### config.mk
export PLATFORM = sky130hd
export DESIGN_NAME = seq_mul_accum_flat
export DESIGN_NICKNAME = d
export VERILOG_FILES = /design/src/rtl/seq_mul_accum_if.sv /design/src/rtl/seq_mul_accum.sv /design/src/flat_wrapper.sv
export SDC_FILE = /design/constraint.sdc
export NUM_CORES = 1
export LEC_CHECK = 0
export CAP_MARGIN = 10
export CORE_MARGIN = 2
export CORE_UTILIZATION = 45
export CTS_CLUSTER_SIZE = 30
export DETAILED_ROUTE_END_ITERATION = 7
export PLACE_DENSITY_LB_ADDON = 0.1
export SKIP_CTS_REPAIR_TIMING = 1
export SLEW_MARGIN = 20
export SYNTH_ARGS = -nofsm -noshare
export SYNTH_HDL_FRONTEND = slang
export SYNTH_SLANG_ARGS = --single-unit
### constraint.sdc
create_clock -name clk -period 5.1 [get_ports clk]
set_input_delay 0.51 -clock clk [delete_from_list [all_inputs] [get_ports clk]]
set_output_delay 0.51 -clock clk [all_outputs]
set_load 0.02 [all_outputs]
### src/rtl/seq_mul_accum_if.sv
// Bus bundle for seq_mul_accum: product input stream, batch-result valid/ready and status.
// The slave modport is the accumulator side; master is the producer/consumer side.
interface seq_mul_accum_if #(
  parameter int PROD_W = 8,
  parameter int ACC_W  = 16,
  parameter int CNT_W  = 4
);
  logic              clear;
  logic [CNT_W-1:0]  len;
  logic [PROD_W-1:0] prod_in;
  logic              prod_valid;
  logic [ACC_W-1:0]  out_data;
  logic              out_valid;
  logic              out_ready;
  logic              busy;
  logic [CNT_W-1:0]  count;
  logic              ovf;
  logic              dropped;

  modport master (
    output clear, len, prod_in, prod_valid, out_ready,
    input  out_data, out_valid, busy, count, ovf, dropped
  );

  modport slave (
    input  clear, len, prod_in, prod_valid, out_ready,
    output out_data, out_valid, busy, count, ovf, dropped
  );
endinterface

### src/rtl/seq_mul_accum.sv
// Batch accumulator for sequential-multiplier products; presents each batch sum with valid/ready.
// Optional SATURATE_EN: clamp the accumulator at all-ones on carry instead of wrapping.
module seq_mul_accum #(
  parameter int PROD_W = 8,
  parameter int ACC_W  = 16,
  parameter int CNT_W  = 4
) (
  input  logic           clk,
  input  logic           rst,
  seq_mul_accum_if.slave bus
);

  typedef enum logic [1:0] {IDLE, ACCUM, DONE} state_t;

  state_t             state;
  logic [ACC_W-1:0]   acc;
  logic [CNT_W-1:0]   cnt;
  logic [CNT_W-1:0]   len_q;
  logic               ovf_q;
  logic               out_valid_q;
  logic               busy_q;
  logic               dropped_q;

  logic [ACC_W:0]     sum;
  logic [ACC_W-1:0]   acc_next;
  logic [CNT_W-1:0]   cnt_inc;

  // The extra sum bit is the carry out of the accumulator width.
  always_comb begin
    // NOTE: every always_comb output gets a default first so no path can infer a latch.
    sum      = {1'b0, acc} + (ACC_W+1)'(bus.prod_in);
    acc_next = sum[ACC_W-1:0];
`ifdef SATURATE_EN
    if (sum[ACC_W]) acc_next = '1;
`endif
    cnt_inc  = cnt + CNT_W'(1);
  end

  // len_q == 0 encodes a full 2**CNT_W batch: cnt_inc wraps to 0 on the last product.
  always_ff @(posedge clk or posedge rst) begin
    // NOTE: sequential state uses non-blocking assignments only, so every register sees pre-edge values.
    if (rst) begin
      state       <= IDLE;
      acc         <= '0;
      cnt         <= '0;
      len_q       <= '0;
      ovf_q       <= 1'b0;
      out_valid_q <= 1'b0;
      busy_q      <= 1'b0;
      dropped_q   <= 1'b0;
    end else begin
      dropped_q <= 1'b0;
      if (bus.clear) begin
        state       <= IDLE;
        acc         <= '0;
        cnt         <= '0;
        ovf_q       <= 1'b0;
        out_valid_q <= 1'b0;
        busy_q      <= 1'b0;
      end else begin
        unique case (state)
          IDLE: begin
            if (bus.prod_valid) begin
              acc   <= ACC_W'(bus.prod_in);
              cnt   <= CNT_W'(1);
              len_q <= bus.len;
              ovf_q <= 1'b0;
              if (bus.len == CNT_W'(1)) begin
                state       <= DONE;
                out_valid_q <= 1'b1;
              end else begin
                state  <= ACCUM;
                busy_q <= 1'b1;
              end
            end
          end
          ACCUM: begin
            if (bus.prod_valid) begin
              acc <= acc_next;
              cnt <= cnt_inc;
              if (sum[ACC_W]) ovf_q <= 1'b1;
              if (cnt_inc == len_q) begin
                state       <= DONE;
                busy_q      <= 1'b0;
                out_valid_q <= 1'b1;
              end
            end
          end
          DONE: begin
            // A product arriving while the result waits has nowhere to go.
            if (bus.prod_valid) dropped_q <= 1'b1;
            if (bus.out_ready) begin
              state       <= IDLE;
              out_valid_q <= 1'b0;
              cnt         <= '0;
            end
          end
          default: begin
            state       <= IDLE;
            out_valid_q <= 1'b0;
            busy_q      <= 1'b0;
          end
        endcase
      end
    end
  end

  assign bus.out_data  = acc;
  assign bus.out_valid = out_valid_q;
  assign bus.busy      = busy_q;
  assign bus.count     = cnt;
  assign bus.ovf       = ovf_q;
  assign bus.dropped   = dropped_q;

endmodule
### src/flat_wrapper.sv
// flat-port wrapper written by rule: the top's interface ports become plain ports
module seq_mul_accum_flat 
#(
  parameter int PROD_W = 8,
  parameter int ACC_W  = 16,
  parameter int CNT_W  = 4
)
  (clk, rst, bus_clear, bus_len, bus_prod_in, bus_prod_valid, bus_out_ready, bus_out_data, bus_out_valid, bus_busy, bus_count, bus_ovf, bus_dropped);
  seq_mul_accum_if #(.PROD_W(PROD_W), .ACC_W(ACC_W), .CNT_W(CNT_W)) bus_i ();
  input  logic clk;
  input  logic rst;
  input wire logic [$bits(bus_i.clear)-1:0] bus_clear;
  input wire logic [$bits(bus_i.len)-1:0] bus_len;
  input wire logic [$bits(bus_i.prod_in)-1:0] bus_prod_in;
  input wire logic [$bits(bus_i.prod_valid)-1:0] bus_prod_valid;
  input wire logic [$bits(bus_i.out_ready)-1:0] bus_out_ready;
  output wire logic [$bits(bus_i.out_data)-1:0] bus_out_data;
  output wire logic [$bits(bus_i.out_valid)-1:0] bus_out_valid;
  output wire logic [$bits(bus_i.busy)-1:0] bus_busy;
  output wire logic [$bits(bus_i.count)-1:0] bus_count;
  output wire logic [$bits(bus_i.ovf)-1:0] bus_ovf;
  output wire logic [$bits(bus_i.dropped)-1:0] bus_dropped;
  assign bus_i.clear = bus_clear;
  assign bus_i.len = bus_len;
  assign bus_i.prod_in = bus_prod_in;
  assign bus_i.prod_valid = bus_prod_valid;
  assign bus_i.out_ready = bus_out_ready;
  assign bus_out_data = bus_i.out_data;
  assign bus_out_valid = bus_i.out_valid;
  assign bus_busy = bus_i.busy;
  assign bus_count = bus_i.count;
  assign bus_ovf = bus_i.ovf;
  assign bus_dropped = bus_i.dropped;
  seq_mul_accum #(.PROD_W(PROD_W), .ACC_W(ACC_W), .CNT_W(CNT_W)) u_core (.clk(clk), .rst(rst), .bus(bus_i));
endmodule
==> flow_summary.json, run 1 <==
{
  "clock_skew_ns": 0.00650,
  "hold_path_class": "flop to flop",
  "drt_iter0_drc": 163,
  "cp_top_family": "compound AO/OA/AOI/OAI gates",
  "ys.flop_type": "dfrtp_1",
  "p_seq_share_pct": 27.8,
  "peakVddDrop_uv": 232,
  "grt_antenna_before_repair": 0,
  "grt_pass1_vias": 1657,
  "htreeDepth": 2,
  "crit_end": "u_core.bus.ovf",
  "async_flop_share_pct": 100,
  "synth_cell_types": 50,
  "netlist_instances": 220,
  "hp-start": "u_core.bus.ovf",
  "wire_per_inst_um": 13.8,
  "critPathBufInv": 1,
  "cts_buffer_depth": 2,
  "worstSetupPathType": "input pin to flop",
  "cp_max_fo": 3,
  "drive_gt1_share_pct": 9.20,
  "cts_tree": "built",
  "io_pins": 41,
  "synth-seq-cells": 30,
  "antenna_left": 0,
  "via_per_inst": 5.53,
  "arrival_ns": 2.81,
  "max_freq_mhz": 375,
  "period_share_pct": 52.3,
  "synth_area_sq_um": 2050,
  "grt_pass1_wl_mm": 7.45,
  "ys_seq_area_share_pct": 36.7,
  "drv_slew": 0,
  "r2r_cells": 7,
  "cts.sinks": 30,
  "final_cell_mix": "clkdlybuf4s50_1 (40), dfrtp_1 (30), nand2_1 (27)",
  "die_h_um": 71.4,
  "synth_edf_count": 0,
  "combPwrFrac_pct": 54.2,
  "cts_buffers": 5,
  "ys_warn_count": 0,
  "setup_viol": 0,
  "max_slew_margin_pct": 45.8,
  "endpoint_kind": "flop",
  "clock_latency_ns": 0.28,
  "cts_root_buf": "clkbuf_8",
  "fin_util_pct": 59.5,
  "core_sq_um": 4350,
  "vias": 1730,
  "total_power_mw": 1.25,
  "path_cells": "clkdlybuf4s50_1 > ha_1 > fa_1 > a211oi_2 > o21bai_1 > a2111o_1 > a41oi_1 > nor2_1",
  "die_x_um": 71.4,
  "max_slew.worst_pin.slew_ns": 0.813,
  "pwr-share-clk_pct": 18.0,
  "hpwl_mm": 3.22,
  "areaGrowthSynthToFinish_pct": 26.7,
  "final_common_cell": "clkdlybuf4s50_1",
  "nets": 290,
  "leakagePower_nw": 1.08,
  "grt_util_all_layers_pct": 18.2,
  "period_needed_ns": 2.67,
  "hold_viol": 0,
  "startpoint": "bus_prod_in[0]",
  "grt_overflow_total": 0,
  "die_area_sq_um": 5100,
  "rsz0062_at_grt": "no",
  "synth_nets": 250,
  "holdWs_ns": 0.515,
  "p_int_mw": 0.734,
  "setup_tns_ns": 0,
  "fill_cells": 386,
  "path_clk_slew_ns": 0.07,
  "required_ns": 5.25,
  "syn_area_per_cell_sq_um": 9.30,
  "cp.depth": 8,
  "r2r_end": "u_core.bus.out_data[8]",
  "setup_ws_ns": 2.43,
  "drt-total-wl_mm": 4.32,
  "switchingPower_mw": 0.516,
  "reg2reg_from": "u_core.state[1]",
  "post-place-ws_ns": 2.18,
  "p_per_area_nw_per_um2": 482,
  "slowest_stage": "a2111o_1",
  "gp_congestion": 0.816,
  "num_rows": 24,
  "p_sw_share_pct": 41.3,
  "crit_path_start_kind": "input pin",
  "antennaDiodeCount": 0,
  "cap_viol_max_count": 0,
  "grt_max_degree": 31,
  "io_buffers": 40,
  "status": "complete, no violations",
  "start_util_pct": 47.0,
  "cpPeakStageDelay_ns": 0.50,
  "drcViolationCount": 0,
  "rrSetupSlack_ns": 2.45,
  "drtPass1Iterations": 4
}
[registers in the layout, indices dropped and copies added (netlist names)]
signal                count
u_core.bus.busy           1
u_core.bus.dropped        1
u_core.bus.out_data      16
u_core.bus.count          4
u_core.state              2
u_core.bus.out_valid      1
u_core.len_q              4
u_core.bus.ovf            1
[Yosys cell counts, drive strengths merged (2+ instances only)]
| library cell | n | area share [%] |
|---|---|---|
| a211o | 2 | 0.86 |
| a211oi | 6 | 2.7 |
| a21o | 3 | 1.1 |
| a21oi | 17 | 4.3 |
| a31oi | 2 | 0.92 |
| a41oi | 2 | 0.86 |
| and3 | 5 | 1.5 |
| buf | 3 | 0.73 |
| clkbuf | 5 | 1.0 |
| dfrtp | 30 | 37 |
| ha | 12 | 7.3 |
| inv | 8 | 1.5 |
| mux2 | 4 | 2.2 |
| mux2i | 8 | 3.9 |
| nand2 | 27 | 5.0 |
| nand2b | 5 | 1.5 |
| nand3 | 6 | 1.5 |
| nor2 | 9 | 1.7 |
| nor4b | 2 | 0.86 |
| o21ai | 18 | 4.6 |
| o21bai | 2 | 0.73 |
| o31ai | 8 | 2.9 |
| or3 | 7 | 2.1 |
| or4b | 2 | 0.98 |
| xnor2 | 8 | 3.4 |
| xor2 | 3 | 1.3 |
[stage by stage]
| step | area, sq um | std cells |
|---|---|---|
| after floorplan | 2050 | 220 |
| after global placement | 2480 | 305 |
| after global routing | 2590 | 313 |
| final | 2590 | 313 |
| after detailed placement | 2480 | 305 |
| after CTS | 2590 | 313 |
[power by group through the flow]
stage | Clock [mW] | Sequential [mW] | Combinational [mW]
final | 0.224 | 0.348 | 0.678
after floorplan | 0 | 0.387 | 0.465
after detailed placement | 0 | 0.352 | 0.676
after CTS | 0.233 | 0.349 | 0.681
after global placement | 0 | 0.351 | 0.677
after global routing | 0.242 | 0.355 | 0.755
[final cells by class]
class / count / area (sq um) / area share, %
inverter: 8 / 30.0 / 1.16
multi-input combinational: 174 / 1230 / 47.4
tap: 52 / 65.1 / 2.51
timing repair buffer: 41 / 408 / 15.7
sequential: 30 / 751 / 29.0
clock buffer: 8 / 110 / 4.25
[worst reg2reg max path: stages (launching register included)]
cell	delay (ns)
dfrtp_1	0.38
inv_1	0.10
ha_1	0.70
o21ai_2	0.25
and2_1	0.36
nor2_1	0.55
a211o_1	0.17
nand2_1	0.04
[metal layers]
metal | part of all wire (%) | global-route usage [%] | wire, um
met1 | 49 | 25.2 | 2110
met2 | 47 | 29.0 | 2020
met3 | 3.4 | 3.66 | 145
met4 | 1.1 | 5.03 | 46
met5 | 0 | 0 | 0
[cell families (layout without fill, tap and decap cells)]
family	count (synthesis)	count (layout)	synth area share [%]
AOI/OAI and AO/OA	68	68	23.7
and+or+nand+nor	70	70	17.2
DFF	30	30	36.7
muxes	12	12	6.12
buffers and inverters	16	57	3.24
adders and majority gates	13	13	8.32
xor gates and xnor gates	11	11	4.71
[how the worst min path moves through the flow]
stage	end	slack [ns]	depth (start not counted)
2_1_floorplan	u_core.len_q[0]	0.50	1
3_3_place_gp	u_core.bus.ovf	0.51	2
3_5_place_dp	u_core.bus.ovf	0.50	2
4_1_cts	u_core.bus.ovf	0.52	2
5_1_grt	u_core.bus.ovf	0.55	2
6_report	u_core.bus.ovf	0.52	2
Power figures use the tool's default switching activity.
==> run 2, diff against run 1 <==
- clock period: 5.1 -> 2.3 ns (I/O delays scaled with it)
==> run 2 against run 1 <==
Net effect: worst setup slack worse by 2.3 ns; cell area up 5.6%; global-route usage up 2.0 points; sequential share of layout area down 1.5 points; largest power group unchanged.
==> flow_summary.json, run 2 (synthesis results as in run 1) <==
{
  "status": "complete, no violations",
  "io_pins": 41,
  "setup_viol": 0,
  "period_share_pct": 96.2,
  "max_slew.worst_pin.slew_ns": 0.497,
  "drt-total-wl_mm": 4.73,
  "startpoint": "u_core.bus.out_data[0]",
  "largest_register_ffs": 16,
  "clock_latency_ns": 0.28,
  "drive_gt1_share_pct": 15.8,
  "path_clk_slew_ns": 0.07,
  "multi_input_area_sq_um": 1230,
  "drv_slew": 0,
  "final_cell_mix": "clkdlybuf4s50_1 (40), dfrtp_1 (29), nand2_1 (27)",
  "busiest_layer": "met2",
  "antennaDiodeCount": 0,
  "max_slew_margin_pct": 66.4,
  "cap_viol_max_count": 0,
  "gr-usage-met1_pct": 26.9,
  "via_per_inst": 5.60,
  "cts.sinks": 30,
  "io_buffers": 40,
  "met3_usage_pct": 4.50,
  "r2r_end": "u_core.bus.ovf",
  "hold_path_class": "input pin to async pin",
  "die_area_sq_um": 5100,
  "htreeDepth": 2,
  "p_per_area_nw_per_um2": 1090,
  "period_needed_ns": 2.21,
  "crit_end": "u_core.bus.ovf",
  "nets": 308,
  "reg2reg_from": "u_core.bus.out_data[0]",
  "die_h_um": 71.4,
  "rsz0062_at_grt": "no",
  "drt_iter0_drc": 130,
  "hold_viol": 0,
  "wire_per_inst_um": 14.3,
  "regArea_sq_um": 752,
  "areaGrowthSynthToFinish_pct": 33.8,
  "final_common_cell": "clkdlybuf4s50_1",
  "cts_tree": "built",
  "leakagePower_nw": 1.17,
  "cp_max_fo": 3,
  "required_ns": 2.47,
  "cts_root_buf": "clkbuf_8",
  "setup_tns_ns": 0,
  "start_util_pct": 47.0,
  "grt_overflow_total": 0,
  "cts_buffer_depth": 2,
  "clock_skew_ns": 0.00522,
  "drcViolationCount": 0,
  "holdWs_ns": 0.320,
  "fill_cells": 370,
  "die_x_um": 71.4,
  "grt_util_all_layers_pct": 20.1,
  "setup_ws_ns": 0.0869,
  "vias": 1849,
  "grt_pass1_vias": 1796,
  "hpwl_mm": 3.52,
  "drtPass1Iterations": 4,
  "worstSetupPathType": "flop to flop",
  "arrival_ns": 2.39,
  "peakVddDrop_uv": 595,
  "r2r_cells": 7,
  "crit_path_start_kind": "flop",
  "grtUsageMet2_pct": 32.9,
  "dpl.cell_count": 323,
  "grt_antenna_before_repair": 0,
  "num_rows": 24,
  "max_freq_mhz": 452,
  "gp_congestion": 0.886,
  "grt_max_degree": 31,
  "cts_buffers": 5,
  "grt_pass1_wl_mm": 8.19,
  "post-place-ws_ns": -0.242,
  "rrSetupSlack_ns": 0.09,
  "antenna_left": 0,
  "endpoint_kind": "flop",
  "core_sq_um": 4350,
  "instances_no_fill": 330
}
run 2: worst min path at each step:
stage	start	endpoint	slack [ns]	cells after the start
CTS	rst	u_core.bus.count[3]	0.33	3
global route	rst	u_core.bus.out_data[9]	0.36	3
global placement	u_core.bus.out_data[2]	u_core.bus.out_data[2]	0.50	2
finish	rst	u_core.bus.out_data[10]	0.32	3
detailed placement	u_core.bus.out_data[3]	u_core.bus.out_data[3]	0.51	2
floorplan	rst	u_core.bus.busy	0.32	1
run 2: layer usage:
layer / part of all wire, % / vias to the layer above
li1: - / 932
met1: 47 / 870
met2: 47 / 40
met3: 4.4 / 7
met4: 0.97 / 0
met5: 0 / -
run 2: per-stage QoR:
step / utilization, % / area [sq um] / total power, mW
4_1_cts: 62.8 / 2740 / 3.00
3_5_place_dp: 60.2 / 2620 / 2.43
3_3_place_gp: 60.2 / 2620 / 2.42
6_report: 62.9 / 2740 / 2.99
5_1_grt: 62.9 / 2740 / 3.21
2_1_floorplan: - / 2050 / 1.89
run 2: worst max-delay path, stage by stage, from the launching register on:
cell,delay [ns]
dfrtp_2,0.40
ha_1,0.23
fa_2,0.37
a211oi_2,0.26
o21bai_2,0.14
a2111o_1,0.43
a41oi_1,0.22
nor2_1,0.06
run 2: power breakdown:
| part | switching [mW] | internal (mW) |
|---|---|---|
| Combinational | 0.894 | 0.776 |
| Sequential | 0.103 | 0.661 |
| Clock | 0.205 | 0.346 |
| Total | 1.20 | 1.78 |
run 2: cell type report:
type | instances | area share (%)
multi-input cells | 174 | 45.1
flip-flops and latches | 30 | 27.5
repair buffers | 59 | 19.8
clock buffers | 6 | 3.02
well taps | 52 | 2.38
clock inverters | 1 | 1.10
inverters | 8 | 1.10
==> run 3, diff against run 2 <==
- ABC_AREA: not set -> 1
- RECOVER_POWER: not set -> 25
==> run 3 against run 2 <==
Net effect: sequential cell count stayed put; largest cell class unchanged; count of clock-buffer cells in the layout is 1 higher; utilization is 4.6 points lower; critical path depth is 2 higher; routed wire length is 3.6% higher; first-iteration DRC count is 33% lower; clock skew is 0.0031 ns higher; total power is 6.8% lower; global-route usage is 0.21 points higher; cell area is 0.55% higher; die area is 6.8% higher; the run now ends with capacitance limit, slew limit left; worst setup slack better by 0.32 ns.
==> flow_summary.json, run 3 <==
{
  "synth_edf_count": 0,
  "syn_area_per_cell_sq_um": 7.17,
  "fin_area_sq_um": 2750,
  "cp_max_fo": 16,
  "period_share_pct": 82.2,
  "drive_gt1_share_pct": 9.63,
  "cts_tree": "built",
  "antennaDiodeCount": 0,
  "met1_length_mm": 2.33,
  "multi_input_area_sq_um": 1230,
  "path_clk_slew_ns": 0.06,
  "ys_seq_area_share_pct": 34.2,
  "path_cells": "inv_1 > ha_1 > inv_2 > nand2_2 > a21oi_4 > inv_2 > nand2_1 > xor2_1 > nor2_1",
  "cts.sinks": 30,
  "nets": 382,
  "pwr-share-clk_pct": 16.5,
  "max_freq_mhz": 529,
  "hpwl_mm": 3.57,
  "ys.flop_type": "dfrtp_1",
  "period_needed_ns": 1.89,
  "final_cell_mix": "nand2_1 (84), inv_1 (40), clkdlybuf4s50_1 (40)",
  "cpPeakStageDelay_ns": 0.37,
  "drt-total-wl_mm": 4.90,
  "die_area_sq_um": 5450,
  "slowest_stage": "dfrtp_1",
  "grt_pass1_wl_mm": 8.58,
  "status": "finished, violations left",
  "final_common_cell": "nand2_1",
  "synth_nets": 336,
  "synth_area_sq_um": 2190,
  "synth.area.top_cells": "dfrtp_1 (34%), nand2_1 (14%), ha_1 (6.8%), inv_1 (6.8%), nor2_1 (5.0%)",
  "yosysMostFrequentCell": "nand2_1",
  "vias": 2068,
  "fin_util_pct": 58.3,
  "yosys-top-cells-count": "nand2_1 (84), inv_1 (40), dfrtp_1 (30)",
  "setup_tns_ns": 0,
  "htreeDepth": 2,
  "fill_cells": 477,
  "crit_path_start_kind": "flop",
  "p_seq_share_pct": 29.2,
  "clock_latency_ns": 0.30,
  "switchingPower_mw": 1.25,
  "highest_layer": "met4",
  "endpoint_kind": "flop",
  "wl_met2_mm": 2.35,
  "ys_warn_count": 0,
  "die_x_um": 73.8,
  "peakVddDrop_uv": 582,
  "max_slew_margin_pct": -10.6,
  "p_sw_share_pct": 45.1,
  "arrival_ns": 2.07,
  "grt_antenna_before_repair": 0,
  "regArea_sq_um": 751,
  "required_ns": 2.48,
  "wire_per_inst_um": 11.7,
  "crit_top_cell": "inv_2",
  "synth_top_area_share_pct": 34.2,
  "cts_buffer_depth": 2,
  "grt_util_all_layers_pct": 20.3,
  "gp_congestion": 0.821,
  "max_slew.worst_pin.slew_ns": 1.66,
  "num_rows": 25,
  "async_flop_share_pct": 100,
  "synth_cell_types": 36,
  "hold_viol": 0,
  "grt_pass1_vias": 1970,
  "cap_viol_max_count": 1,
  "drcViolationCount": 0,
  "p_per_area_nw_per_um2": 1010,
  "grt_overflow_total": 0,
  "setup_viol": 0,
  "place_area_sq_um": 2670,
  "hold_path_class": "flop to flop",
  "io_buffers": 40,
  "largest_register_ffs": 16,
  "drtPass1Iterations": 4,
  "die_h_um": 73.8,
  "synth-seq-cells": 30,
  "drt_iter0_drc": 87,
  "via_per_inst": 4.92,
  "cts_buffers": 5,
  "clock_skew_ns": 0.00836,
  "violations": "capacitance limit, slew limit",
  "yosysTopAreaCell": "dfrtp_1",
  "wl_met3_um": 162,
  "grt_max_degree": 31,
  "p_int_mw": 1.53,
  "combPwrFrac_pct": 54.3,
  "leakagePower_nw": 1.34,
  "cts_root_buf": "clkbuf_8",
  "antenna_left": 0,
  "io_pins": 41,
  "areaGrowthSynthToFinish_pct": 25.5,
  "rsz0062_at_grt": "no",
  "core_sq_um": 4720,
  "drv_slew": 31,
  "netlist_instances": 306,
  "start_util_pct": 46.4,
  "worstSetupPathType": "flop to flop"
}
## run 3: changes by cell type after synthesis, sizes merged, moves of 5 or more
cell	delta
a211oi	-6
and3	-5
clkbuf	-5
inv	+38
mux2i	-8
nand2	+65
nand2b	-5
nand3	+17
nand4	+9
nor2	+22
o31ai	-8
or3	-7
xnor2	-8
## run 3: final cells by class
| class | count | share of cell area (%) |
|---|---|---|
| repair buffers | 43 | 15.2 |
| clock inverters | 1 | 0.182 |
| multi-input cells | 226 | 44.9 |
| flip-flops and latches | 30 | 27.3 |
| inverters | 46 | 6.27 |
| well taps | 67 | 3.05 |
| clock buffers | 7 | 3.14 |
## run 3: cell families (layout without fill, tap and decap cells)
| logic type | after synthesis | in the layout | synth area share (%) |
|---|---|---|---|
| buffers and inverters | 50 | 97 | 9.47 |
| AO/OA/AOI/OAI | 47 | 47 | 13.9 |
| adder cells (fa/ha/maj) | 13 | 13 | 7.76 |
| AND/OR/NAND/NOR | 165 | 165 | 34.2 |
| flip-flops | 30 | 30 | 34.2 |
| XOR/XNOR | 1 | 1 | 0.399 |
## run 3: per-layer routing
metal	global-route usage, %	vias up
li1	-	1090
met1	24.6	931
met2	35.4	40
met3	5.35	7
met4	5.66	0
met5	0	-
## run 3: worst max-delay path: cells and delay by family, from the launching register on
family / cells / cell delay (ns)
buffers and inverters: 3 / 0.41
flip-flops: 1 / 0.37
AO/OA/AOI/OAI: 1 / 0.37
AND/OR/NAND/NOR: 3 / 0.27
adder cells (fa/ha/maj): 1 / 0.22
XOR/XNOR: 1 / 0.14
## run 3: per-stage QoR
step / power, mW / worst slack, ns / hold WS, ns / std cells
detailed placement: 2.32 / 0.179 / 0.466 / 412
global placement: 2.31 / 0.207 / 0.467 / 412
floorplan: 1.89 / 0.433 / 0.321 / 306
CTS: 2.81 / 0.384 / 0.325 / 420
finish: 2.78 / 0.410 / 0.481 / 420
global route: 3.05 / 0.114 / 0.527 / 420
## run 3: path summary, 6_finish.rpt
| kind | start | end | slack (ns) | cells after the start |
|---|---|---|---|---|
| hold reg to reg | u_core.bus.out_valid | u_core.bus.out_valid | 0.48 | 2 |
| hold / removal | u_core.bus.out_valid | u_core.bus.out_valid | 0.48 | 2 |
| min in group asynchronous | rst | u_core.bus.dropped | 0.82 | 3 |
| setup / recovery | u_core.state[0] | u_core.bus.out_data[8] | 0.41 | 9 |
| max in group asynchronous | rst | u_core.bus.out_data[4] | 0.52 | 3 |
| setup reg to reg | u_core.state[0] | u_core.bus.out_data[8] | 0.41 | 9 |
## run 3: power groups by stage
stage	Combinational [mW]	Sequential, mW	Clock, mW
4_1_cts	1.52	0.814	0.478
6_report	1.51	0.813	0.460
3_5_place_dp	1.50	0.823	0
2_1_floorplan	0.968	0.919	0
3_3_place_gp	1.49	0.823	0
5_1_grt	1.71	0.835	0.505
